### src/rtl/match_scoreboard.sv
// Tug-of-war match scoreboard: round-win detection, per-side scores,
// active-low score digits, timed autoReset pulse and match-over latch.
module match_scoreboard #(
  parameter int unsigned WIN_SCORE   = 7,
  parameter int unsigned HOLD_CYCLES = 4,
  parameter int unsigned HOLD_W      = 8
) (
  input  logic       clk,
  input  logic       reset,
  input  logic       L,
  input  logic       R,
  input  logic       LED9,
  input  logic       LED1,
  output logic [6:0] HEX1,
  output logic [6:0] HEX0,
  output logic       autoReset,
  output logic       match_over,
  output logic       left_won,
  output logic       right_won
);

  typedef enum logic [1:0] {
    PLAY,
    HOLD,
    RESTART,
    DONE
  } state_t;

  localparam logic [2:0] WIN =
    3'(WIN_SCORE);
  localparam logic [HOLD_W-1:0] HOLD_LAST =
    HOLD_W'(HOLD_CYCLES - 1);
  localparam logic [6:0] SEG_ZERO = 7'b1000000;

  state_t            state_q;
  logic [2:0]        lscore_q;
  logic [2:0]        rscore_q;
  logic [2:0]        lscore_d;
  logic [2:0]        rscore_d;
  logic [HOLD_W-1:0] cnt_q;
  logic              accept;
  logic              lwin;
  logic              rwin;

  function automatic logic [6:0] seg7(
    input logic [2:0] v
  );
    logic [6:0] s;
    unique case (v)
      3'd0: s = 7'b1000000;
      3'd1: s = 7'b1111001;
      3'd2: s = 7'b0100100;
      3'd3: s = 7'b0110000;
      3'd4: s = 7'b0011001;
      3'd5: s = 7'b0010010;
      3'd6: s = 7'b0000010;
      3'd7: s = 7'b1111000;
    endcase
    return s;
  endfunction

  function automatic logic [2:0] sat_inc(
    input logic [2:0] v
  );
    return (v == 3'd7) ? v : v + 3'd1;
  endfunction

  // The pulse cycle itself is still old-round time: the light chain
  // only recentres on the following edge, so wins are gated here.
  assign accept = (state_q == PLAY) && !autoReset;
  assign lwin   = accept & LED9 & L & ~(LED1 & R);
  assign rwin   = accept & LED1 & R & ~(LED9 & L);

  assign lscore_d = lwin ? sat_inc(lscore_q) : lscore_q;
  assign rscore_d = rwin ? sat_inc(rscore_q) : rscore_q;

  always_ff @(posedge clk or negedge reset) begin
    if (!reset) begin
      state_q    <= PLAY;
      lscore_q   <= '0;
      rscore_q   <= '0;
      cnt_q      <= '0;
      HEX1       <= SEG_ZERO;
      HEX0       <= SEG_ZERO;
      autoReset  <= 1'b0;
      match_over <= 1'b0;
      left_won   <= 1'b0;
      right_won  <= 1'b0;
    end else begin
      autoReset <= 1'b0;
      unique case (state_q)
        PLAY: begin
          if (lwin || rwin) begin
            lscore_q <= lscore_d;
            rscore_q <= rscore_d;
            HEX1     <= seg7(lscore_d);
            HEX0     <= seg7(rscore_d);
            cnt_q    <= '0;
            if (lwin && lscore_d == WIN) begin
              state_q    <= DONE;
              match_over <= 1'b1;
              left_won   <= 1'b1;
            end else if (rwin && rscore_d == WIN) begin
              state_q    <= DONE;
              match_over <= 1'b1;
              right_won  <= 1'b1;
            end else begin
              state_q <= HOLD;
            end
          end
        end
        HOLD: begin
          if (cnt_q == HOLD_LAST) begin
            state_q <= RESTART;
          end else begin
            cnt_q <= cnt_q + 1'b1;
          end
        end
        RESTART: begin
          autoReset <= 1'b1;
          state_q   <= PLAY;
        end
        DONE: begin
          state_q <= DONE;
        end
      endcase
    end
  end

endmodule

### config.mk
export PLATFORM = sky130hd
export DESIGN_NAME = match_scoreboard
export DESIGN_NICKNAME = d
export VERILOG_FILES = /design/src/rtl/match_scoreboard.sv
export SDC_FILE = /design/constraint.sdc
export NUM_CORES = 1
export LEC_CHECK = 0
export ABC_AREA = 1
export CAP_MARGIN = 40
export CORE_MARGIN = 8
export CORE_UTILIZATION = 50
export DETAILED_ROUTE_END_ITERATION = 10
export PLACE_DENSITY = 0.72
export SETUP_SLACK_MARGIN = 0.15
export SKIP_LAST_GASP = 1
export SYNTH_ARGS = -nofsm -noshare
export SYNTH_HDL_FRONTEND = slang
export SYNTH_SLANG_ARGS = --single-unit
### constraint.sdc
create_clock -name clk -period 3.19 [get_ports clk]
set_input_delay 0.319 -clock clk [delete_from_list [all_inputs] [get_ports clk]]
set_output_delay 0.319 -clock clk [all_outputs]
set_load 0.02 [all_outputs]
==> results of run 1 <==
## cells in the final DEF (no fill, tap or decap)
cell type / instances
nor2_4: 3
dfrtp_1: 32
nand3_2: 2
o21ai_2: 8
xor2_1: 4
inv_4: 1
or2_2: 3
buf_4: 1
o21bai_4: 1
o2111ai_1: 2
nand2_1: 72
nand2_2: 6
o21ai_1: 4
a31oi_1: 1
nand3_4: 1
nand3_1: 23
clkbuf_8: 5
o21ai_0: 7
nand4_1: 1
nand3b_1: 3
clkinv_2: 2
nor3_1: 1
nor2_1: 11
bufinv_16: 1
nand2_4: 3
ha_1: 18
clkdlybuf4s50_1: 23
inv_1: 32
dfstp_2: 2
## critical path, cell delays in order (launching register included)
cell	delay, ps
dfrtp_1	410
inv_1	110
ha_1	280
nand2_2	100
nor2_4	150
nand2_4	110
o21ai_1	370
inv_1	120
ha_1	230
o2111ai_1	180
nand3_1	110
nand2_1	70
nand2_1	40
## registers in the layout (all words and copies together), names as in the netlist, 2 cells and up
| name | cells |
|---|---|
| lscore_q | 3 |
| cnt_q | 8 |
| HEX0 | 7 |
| rscore_q | 3 |
| state_q | 2 |
| HEX1 | 7 |
## power groups by stage
| stage | clock network [µW] | logic [µW] | registers [µW] |
|---|---|---|---|
| global placement | 0 | 1110 | 681 |
| detailed placement | 0 | 1120 | 684 |
| global route | 418 | 1260 | 699 |
| CTS | 399 | 1130 | 678 |
| finish | 387 | 1110 | 676 |
| floorplan | 0 | 729 | 775 |
## stage by stage
step	area (µm²)	hold slack, ps	instances	worst slack [ps]	power, µW
finish	2439	440.1	323	792.6	2174
global route	2439	494.1	323	527.8	2380
CTS	2439	459.0	323	766.8	2208
detailed placement	2330	462.0	315	721.0	1802
global placement	2330	446.9	315	804.5	1791
floorplan	2068	23.41	245	1110	1505
## layout make-up
cell class / count / share of cell area [%]
clock buffer: 5 / 2.822
clock inverter: 3 / 1.642
inverter: 33 / 5.182
multi-input combinational: 174 / 43.05
sequential: 34 / 34.99
tap: 50 / 2.565
timing repair buffer: 24 / 9.749
## routing by layer
layer  up-vias  share of wire, %  wire length (µm)
li1        831                 -                 -
met1       732                45              1707
met2        25                49              1844
met3         6               5.1               192
met4         0               1.4                54
met5         -                 0                 0
## how the worst max path moves through the flow
stage	from	depth (start not counted)	endpoint
after floorplan	state_q[0]	12	state_q[1]
final	state_q[0]	12	state_q[1]
after detailed placement	L	11	state_q[1]
after global placement	L	11	state_q[1]
after global routing	state_q[1]	12	state_q[1]
after CTS	state_q[0]	12	state_q[1]
## kinds of logic after synthesis
family	share of synthesized area (%)
xor+xnor	1.694
flops	41.26
fa+ha+maj	10.89
compound gates	8.107
simple gates	30.07
buf+inv	7.986
==> impl_metrics.csv, run 1 <==
group,metric,value,unit
status,status,"complete, no violations",
grt,grt_first_pass_wirelength,6.782,mm
floorplanning,die_h,80.32,µm
power,peakVddDrop,0.4598,mV
floorplanning,core,4000,µm²
hold_path,holdCritPathClass,"in2async",
grt,grt.overflow.total,0,
sta,skew,4.723,ps
sta,finalSetupViolCount,0,
finish,areaGrowthSynthToFinish,17.91,%
power,pwr-share-clk,17.8,%
logic_synthesis,synthFlopType,"dfrtp_1",
routing,ant_nets,0,
logic_synthesis,synthTopCellsByArea,"dfrtp_1, nand2_1, ha_1, inv_1, nand3_1",
cts,post_cts_buffers,0,
finish,final_layout_size_suffix_gt1_share,14.29,%
critical_path,path_class,"reg2reg",
sta,rsz0062_at_grt,"false",
logic_synthesis,synth.most_common_cell,"nand2_1",
grt,busiest_layer,"met2",
logic_synthesis,ys_types,26,
sta,hold_viol,0,
sta,worstMarginPinSlew,439.3,ps
logic_synthesis,synth_edf_count,0,
routing,first_pass_iters,4,
routing,wl,3.798,mm
routing,routedWlPerCell,11.76,µm
sta,fmax,417.1,MHz
grt,met3_usage,3.348,%
cts,holdBufCountCts,0,
critical_path,cp_max_fo,6,
logic_synthesis,avgSynthCellArea,8.442,µm²
finish,fin_util,60.96,%
sta,tns,0,ps
cts,root_buffer,"clkbuf_8",
cts,clock_path_buffers,2,
power,p_comb_share,51.1,%
power,switching_share,42.79,%
logic_synthesis,synth.top_cell.area_share,38.72,%
cts,cts-htree-levels,2,
logic_synthesis,synth_top_cell_by_area,"dfrtp_1",
cts,tritoncts,"yes",
logic_synthesis,ys_warn_count,0,
routing,drt_iter0_markers,83,
cts,clock_latency,290,ps
logic_synthesis,netlist_area,2068,µm²
critical_path,worstPathArrival,2580,ps
grt,grt.met1_usage,14.94,%
finish,multi_input_area,1050,µm²
finish,diodes,0,
cts,cts.repair.resized,0,
floorplanning,rows,23,
job,max-cap-violations,0,
routing,avgViaCountPerCell,4.935,
sta,period_minus_slack,2397,ps
power,power_density,891.6,nW/µm²
grt,grt_util_all_layers,13.03,%
grt,antenna_found_initial,0,
place,gp_congestion,0.7985,
finish,final_nets,296,
critical_path,rr_endpoint,"state_q[1]",
critical_path,ff2ff_setup_slack,790,ps
grt,grt_use_met2,22.64,%
grt,grt_pass1_vias,1541,
power,seq_power_share,31.1,%
critical_path,cp.required,3370,ps
sta,fin_crit_sh,75.15,%
floorplanning,start_util,51.70,%
grt,grt_max_degree,35,
place,dp_hpwl,2.755,mm
cts,cts_buffers,5,
logic_synthesis,ys_top_cells_by_count,"nand2_1, dfrtp_1, inv_1",
place,port_buffers,23,
power,switchingPower,930.3,µW
floorplanning,pin_count,24,
finish,register_area,853.3,µm²
critical_path,cp-end-kind,"flop",
power,cellLeakagePower,0.001225,µW
floorplanning,die_area,6451,µm²
critical_path,reg2reg_from,"state_q[0]",
floorplanning,die_w,80.32,µm
logic_synthesis,ys_ff_latch,34,
critical_path,rr_worst_depth,12,
finish,n_fill_cell,384,
logic_synthesis,yosysSeqAreaShare,41.26,%
logic_synthesis,syn-num-nets,269,
cts,cts.sinks,34,
routing,vias,1594,
power,p_int,1244,µW
sta,drv_slew,0,
cts,path_clk_slew,70,ps
logic_synthesis,netlist_instances,245,
sta,maxSlewHeadroom,70.71,%
critical_path,cp-start-kind,"flop",
routing,detail_route.drc_violations,0,
logic_synthesis,async_flop_share,100.0,%
No activity file was read; power rests on OpenSTA's default activity.
==> inputs of run 2 (changes only) <==
--- a/config.mk
+++ b/config.mk
@@ -10,7 +10,7 @@
 export CORE_MARGIN = 8
 export CORE_UTILIZATION = 50
 export DETAILED_ROUTE_END_ITERATION = 10
-export PLACE_DENSITY = 0.72
+export PLACE_DENSITY = 0.75
 export SETUP_SLACK_MARGIN = 0.15
 export SKIP_LAST_GASP = 1
 export SYNTH_ARGS = -nofsm -noshare
==> constraint.sdc (replaced) <==
create_clock -name clk -period 2 [get_ports clk]
set_input_delay 0.2 -clock clk [delete_from_list [all_inputs] [get_ports clk]]
set_output_delay 0.2 -clock clk [all_outputs]
set_load 0.02 [all_outputs]
==> run 2 against run 1 <==
  * Cell area is 13% higher
  * Register-to-register slack lost 640 ps
  * Clock power up 22%
  * Sequential power rose by 63%
  * Wire length rose by 20%
  * Setup slack got worse by 640 ps
  * Final cell count grew 7.1%
  * Critical path type unchanged
  * Critical endpoint unchanged
  * Largest cell class unchanged
  * Highest routed layer unchanged
==> impl_metrics.csv, run 2 (synthesis gave the netlist of run 1 again) <==
group,metric,value,unit
status,status,"complete, no violations",
floorplanning,die_area,6451,µm²
routing,avgViaCountPerCell,5.006,
grt,grt_util_all_layers,14.07,%
place,dp_hpwl,2.955,mm
grt,grt.overflow.total,0,
floorplanning,pin_count,24,
power,peakVddDrop,1.062,mV
sta,finalSetupViolCount,0,
critical_path,cp_max_fo,5,
cts,cts_buffers,5,
power,seq_power_share,27.3,%
cts,cts.sinks,34,
critical_path,cp-end-kind,"flop",
job,max-cap-violations,0,
finish,regMostFlops,"cnt_q",
finish,mostFrequentLayoutCell,"nand2_1",
power,power_density,1462,nW/µm²
finish,diodes,0,
sta,hold_viol,0,
power,switchingPower,1782,µW
sta,maxSlewHeadroom,71.44,%
power,switching_share,44.26,%
hold_path,holdCritPathClass,"in2async",
finish,largest_reg_flops,8,
cts,tritoncts,"yes",
sta,period_minus_slack,1850,ps
cts,path_clk_slew,70,ps
routing,detail_route.drc_violations,0,
finish,reg_top3,"cnt_q x8, HEX0 x7, HEX1 x7",
routing,drt_iter0_markers,86,
floorplanning,start_util,51.70,%
critical_path,cp.required,2170,ps
finish,areaGrowthSynthToFinish,33.15,%
power,p_comb_share,60.9,%
floorplanning,core,4000,µm²
grt,grt_max_degree,35,
routing,routedWlPerCell,13.16,µm
critical_path,path_class,"reg2reg",
critical_path,cp-start-kind,"flop",
cts,clock_latency,280,ps
routing,vias,1732,
grt,grt_first_pass_wirelength,7.176,mm
sta,worstMarginPinSlew,428.3,ps
place,gp_congestion,0.8142,
cts,clock_path_buffers,2,
routing,first_pass_iters,4,
cts,cts-htree-levels,2,
finish,final_layout_size_suffix_gt1_share,28.72,%
sta,rsz0062_at_grt,"true",
sta,fin_hold_ws,318.5,ps
finish,fin_util,68.85,%
floorplanning,die_h,80.32,µm
critical_path,worstPathArrival,2020,ps
sta,fin_crit_sh,92.49,%
floorplanning,rows,23,
cts,holdBufCountCts,0,
grt,antenna_found_initial,0,
place,port_buffers,23,
sta,drv_slew,0,
finish,final_nets,320,
sta,skew,4.015,ps
cts,root_buffer,"clkbuf_8",
finish,layout_common_cells,"nand2_1, dfrtp_1, inv_1, clkdlybuf4s50_1, buf_4",
power,pwr-share-clk,11.8,%
power,p_int,2244,µW
floorplanning,die_w,80.32,µm
routing,ant_nets,0,
sta,fmax,540.6,MHz
grt,grt_pass1_vias,1652,
power,cellLeakagePower,0.001332,µW
critical_path,ff2ff_setup_slack,150,ps
routing,wl,4.555,mm
## run 2: worst paths after layout
| kind | startpoint | depth (start not counted) | to |
|---|---|---|---|
| worst min register to register | HEX0[3] | 2 | HEX0[3] |
| worst max register to register | state_q[1] | 12 | state_q[1] |
| max in group asynchronous | reset | 2 | HEX0[6] |
| worst max-delay path | state_q[1] | 12 | state_q[1] |
| worst min-delay path | reset | 2 | HEX1[5] |
| min in group clk | HEX0[3] | 2 | HEX0[3] |
## run 2: layer usage
metal | part of all wire [%] | up-vias | wire length [µm] | GRT usage (%)
met3 | 5.4 | 12 | 248 | 4.353
met1 | 40 | 816 | 1822 | 15.50
met4 | 3.9 | 0 | 178 | 5.455
li1 | - | 868 | - | -
met5 | 0 | - | 0 | 0
met2 | 51 | 36 | 2306 | 24.58
## run 2: worst max-delay path: stages (launching register included)
cell and delay (ps):
dfrtp_1 400, inv_2 90, ha_4 170, nand2_2 80, nor2_4 170, nand2_4 100, nand2_1 120, nand2_2 100
ha_2 210, o2111ai_4 90, nand3_2 90, nand2_1 80, nand2_1 50
## run 2: final cells by class
type	count	area, µm²
fillers	311	1246
multi-input cells	174	1205
flip-flops and latches	34	853.3
repair buffers	48	425.4
inverters	33	131.4
clock buffers	7	76.32
well taps	50	62.56
## run 2: what timing repair did
action | in CTS | in global routing
pin swaps | 3 | 13
setup endpoints to repair | 9 | 24
resized for setup | 5 | 27
setup buffers | 9 | 6
## run 2: per-stage QoR
step	setup TNS, ps	power [µW]	setup WS, ps	area, µm²	instances
6_report	0	4025	150.2	2754	346
5_1_grt	0	4353	46.68	2754	346
4_1_cts	0	3673	138.1	2582	340
3_5_place_dp	-13.35	3032	-11.74	2421	324
3_3_place_gp	-7.328	2986	-7.328	2421	324
2_1_floorplan	0	2454	150.1	2092	245
## run 2: power by group through the flow
| stage | sequential, µW | combinational, µW | clock [µW] |
|---|---|---|---|
| final | 1100 | 2450 | 474 |
| after global placement | 1090 | 1890 | 0 |
| after global routing | 1120 | 2720 | 507 |
| after detailed placement | 1100 | 1930 | 0 |
| after floorplan | 1240 | 1210 | 0 |
| after CTS | 1090 | 2100 | 486 |
==> inputs of run 3 (changes only) <==
--- a/config.mk
+++ b/config.mk
@@ -11,8 +11,10 @@
 export CORE_UTILIZATION = 50
 export DETAILED_ROUTE_END_ITERATION = 10
 export PLACE_DENSITY = 0.75
+export RECOVER_POWER = 50
 export SETUP_SLACK_MARGIN = 0.15
 export SKIP_LAST_GASP = 1
+export SLEW_MARGIN = 20
 export SYNTH_ARGS = -nofsm -noshare
 export SYNTH_HDL_FRONTEND = slang
 export SYNTH_SLANG_ARGS = --single-unit
==> run 3 against run 2 <==
  * Critical path depth unchanged
  * Die area unchanged
  * Final cell count unchanged
  * Count of clock-buffer cells in the layout unchanged
==> impl_metrics.csv, run 3 (synthesis gave the netlist of run 1 again) <==
group,metric,value,unit
sta,hold_viol,0,
finish,n_fill_cell,312,
finish,areaGrowthSynthToFinish,33.03,%
routing,ant_nets,0,
power,power_density,1456,nW/µm²
critical_path,cp-end-kind,"flop",
cts,clock_path_buffers,2,
floorplanning,die_area,6451,µm²
finish,mostFrequentLayoutCell,"nand2_1",
floorplanning,core,4000,µm²
grt,antenna_found_initial,0,
cts,cts_buffers,5,
finish,final_nets,320,
grt,grt.overflow.total,0,
cts,tritoncts,"yes",
critical_path,cpMaxStageDelayCell,"dfrtp_1",
finish,largest_reg_flops,8,
finish,reg_top3,"cnt_q x8, HEX0 x7, HEX1 x7",
grt,grt_first_pass_wirelength,7.176,mm
grt,met3_usage,4.353,%
power,cellLeakagePower,0.001337,µW
sta,fmax,534.7,MHz
grt,grt_pass1_vias,1652,
routing,routedWlPerCell,13.15,µm
routing,first_pass_iters,4,
sta,worstMarginPinSlew,840.7,ps
critical_path,path_class,"reg2reg",
grt,grt.met1_usage,15.50,%
finish,layout_common_cells,"nand2_1, dfrtp_1, inv_1, nand3_1, buf_4",
floorplanning,pin_count,24,
sta,rsz0062_at_grt,"true",
place,gp_congestion,0.8142,
cts,root_buffer,"clkbuf_8",
sta,maxSlewHeadroom,43.95,%
grt,grt_max_degree,35,
critical_path,critPathMostFrequentCell,"nand2_1",
grt,grt_use_met2,24.58,%
power,p_total,4007,µW
critical_path,cp.required,2170,ps
finish,final_cell_area,2751,µm²
critical_path,cp_cell_sequence,"inv_1 > ha_4 > nand2_2 > nor2_4 > nand2_4 > nand2_1 > nand2_2 > ha_2 > o2111ai_4 > nand3_2 > nand2_1 > nand2_1",
cts,cts.sinks,34,
finish,diodes,0,
sta,drv_slew,0,
critical_path,rr_worst_depth,12,
floorplanning,rows,23,
sta,tns,0,ps
routing,wl,4.551,mm
critical_path,cp-start-kind,"flop",
critical_path,worstPathArrival,2040,ps
cts,cts-htree-levels,2,
floorplanning,die_h,80.32,µm
routing,avgViaCountPerCell,5.012,
grt,grt_util_all_layers,14.07,%
hold_path,holdCritPathClass,"reg2reg",
sta,finalSetupViolCount,0,
cts,clock_latency,280,ps
cts,holdBufCountCts,0,
routing,drt_iter0_markers,70,
place,place_area,2421,µm²
floorplanning,die_w,80.32,µm
finish,final_layout_size_suffix_gt1_share,28.38,%
sta,fin_hold_ws,477.6,ps
power,peakVddDrop,1.062,mV
critical_path,cp_max_fo,5,
job,max-cap-violations,0,
sta,fin_crit_sh,93.51,%
grt,busiest_layer,"met2",
routing,vias,1734,
finish,regMostFlops,"cnt_q",
place,port_buffers,23,
hold_path,min_path_cells,2,
routing,detail_route.drc_violations,0,
sta,skew,4.015,ps
critical_path,slowest_delay,390,ps
floorplanning,start_util,51.70,%
sta,period_minus_slack,1870,ps
place,dp_hpwl,2.955,mm
status,status,"complete, no violations",
cts,path_clk_slew,70,ps
## run 3: cell count changes in the layout (fill, tap and decap cells not counted)
cell / change
buf_4: -1
clkbuf_2: +1
clkdlybuf4s50_1: -7
dlygate4sd3_1: +7
inv_1: +1
inv_2: -1
## run 3: critical path, delay by kind of cell (launching register included)
family	cells	cell delay [ps]
AND/OR/NAND/NOR	8	790
flip-flops	1	390
adder cells (fa/ha/maj)	2	380
buffers and inverters	1	110
AO/OA/AOI/OAI	1	90
## run 3: metrics by stage
step | setup slack, ps | cells | util (%)
3_5_place_dp | -11.74 | 324 | 60.53
5_1_grt | 32.04 | 346 | 68.78
3_3_place_gp | -7.328 | 324 | 60.53
6_report | 129.9 | 346 | 68.78
4_1_cts | 138.1 | 340 | 64.56
2_1_floorplan | 150.1 | 245 | -
## run 3: layout make-up
cell class | instances | area [µm²] | share of cell area [%]
clock buffers | 7 | 76.32 | 2.774
multi-input cells | 174 | 1205 | 43.79
repair buffers | 48 | 422.9 | 15.37
inverters | 33 | 131.4 | 4.775
flip-flops and latches | 34 | 853.3 | 31.01
well taps | 50 | 62.56 | 2.274
## run 3: path summary, 6_finish.rpt
path                             from    endpoint  slack, ps
setup / recovery           state_q[0]  state_q[1]        130
hold / removal                HEX1[2]     HEX1[2]        480
setup reg to reg           state_q[0]  state_q[1]        130
hold reg to reg               HEX1[2]     HEX1[2]        480
max in group asynchronous       reset    cnt_q[4]        930
min in group asynchronous       reset     HEX1[5]        540
## run 3: what timing repair did
| item | 4_1_cts | 5_1_grt |
|---|---|---|
| gates resized for setup | 5 | 27 |
| setup buffers | 9 | 6 |
| pin swaps | 3 | 13 |
| endpoints found under the setup margin | 9 | 24 |
## run 3: metal layers
| metal | vias to the layer above | wire length, µm |
|---|---|---|
| li1 | 870 | - |
| met1 | 816 | 1823 |
| met2 | 36 | 2305 |
| met3 | 12 | 243 |
| met4 | 0 | 178 |
| met5 | - | 0 |
## run 3: report_power, final
part / switching [µW] / total, µW / internal, µW
combinational: 1370 / 2440 / 1060
sequential: 170 / 1090 / 925
clock: 234 / 474 / 240
total: 1780 / 4010 / 2230
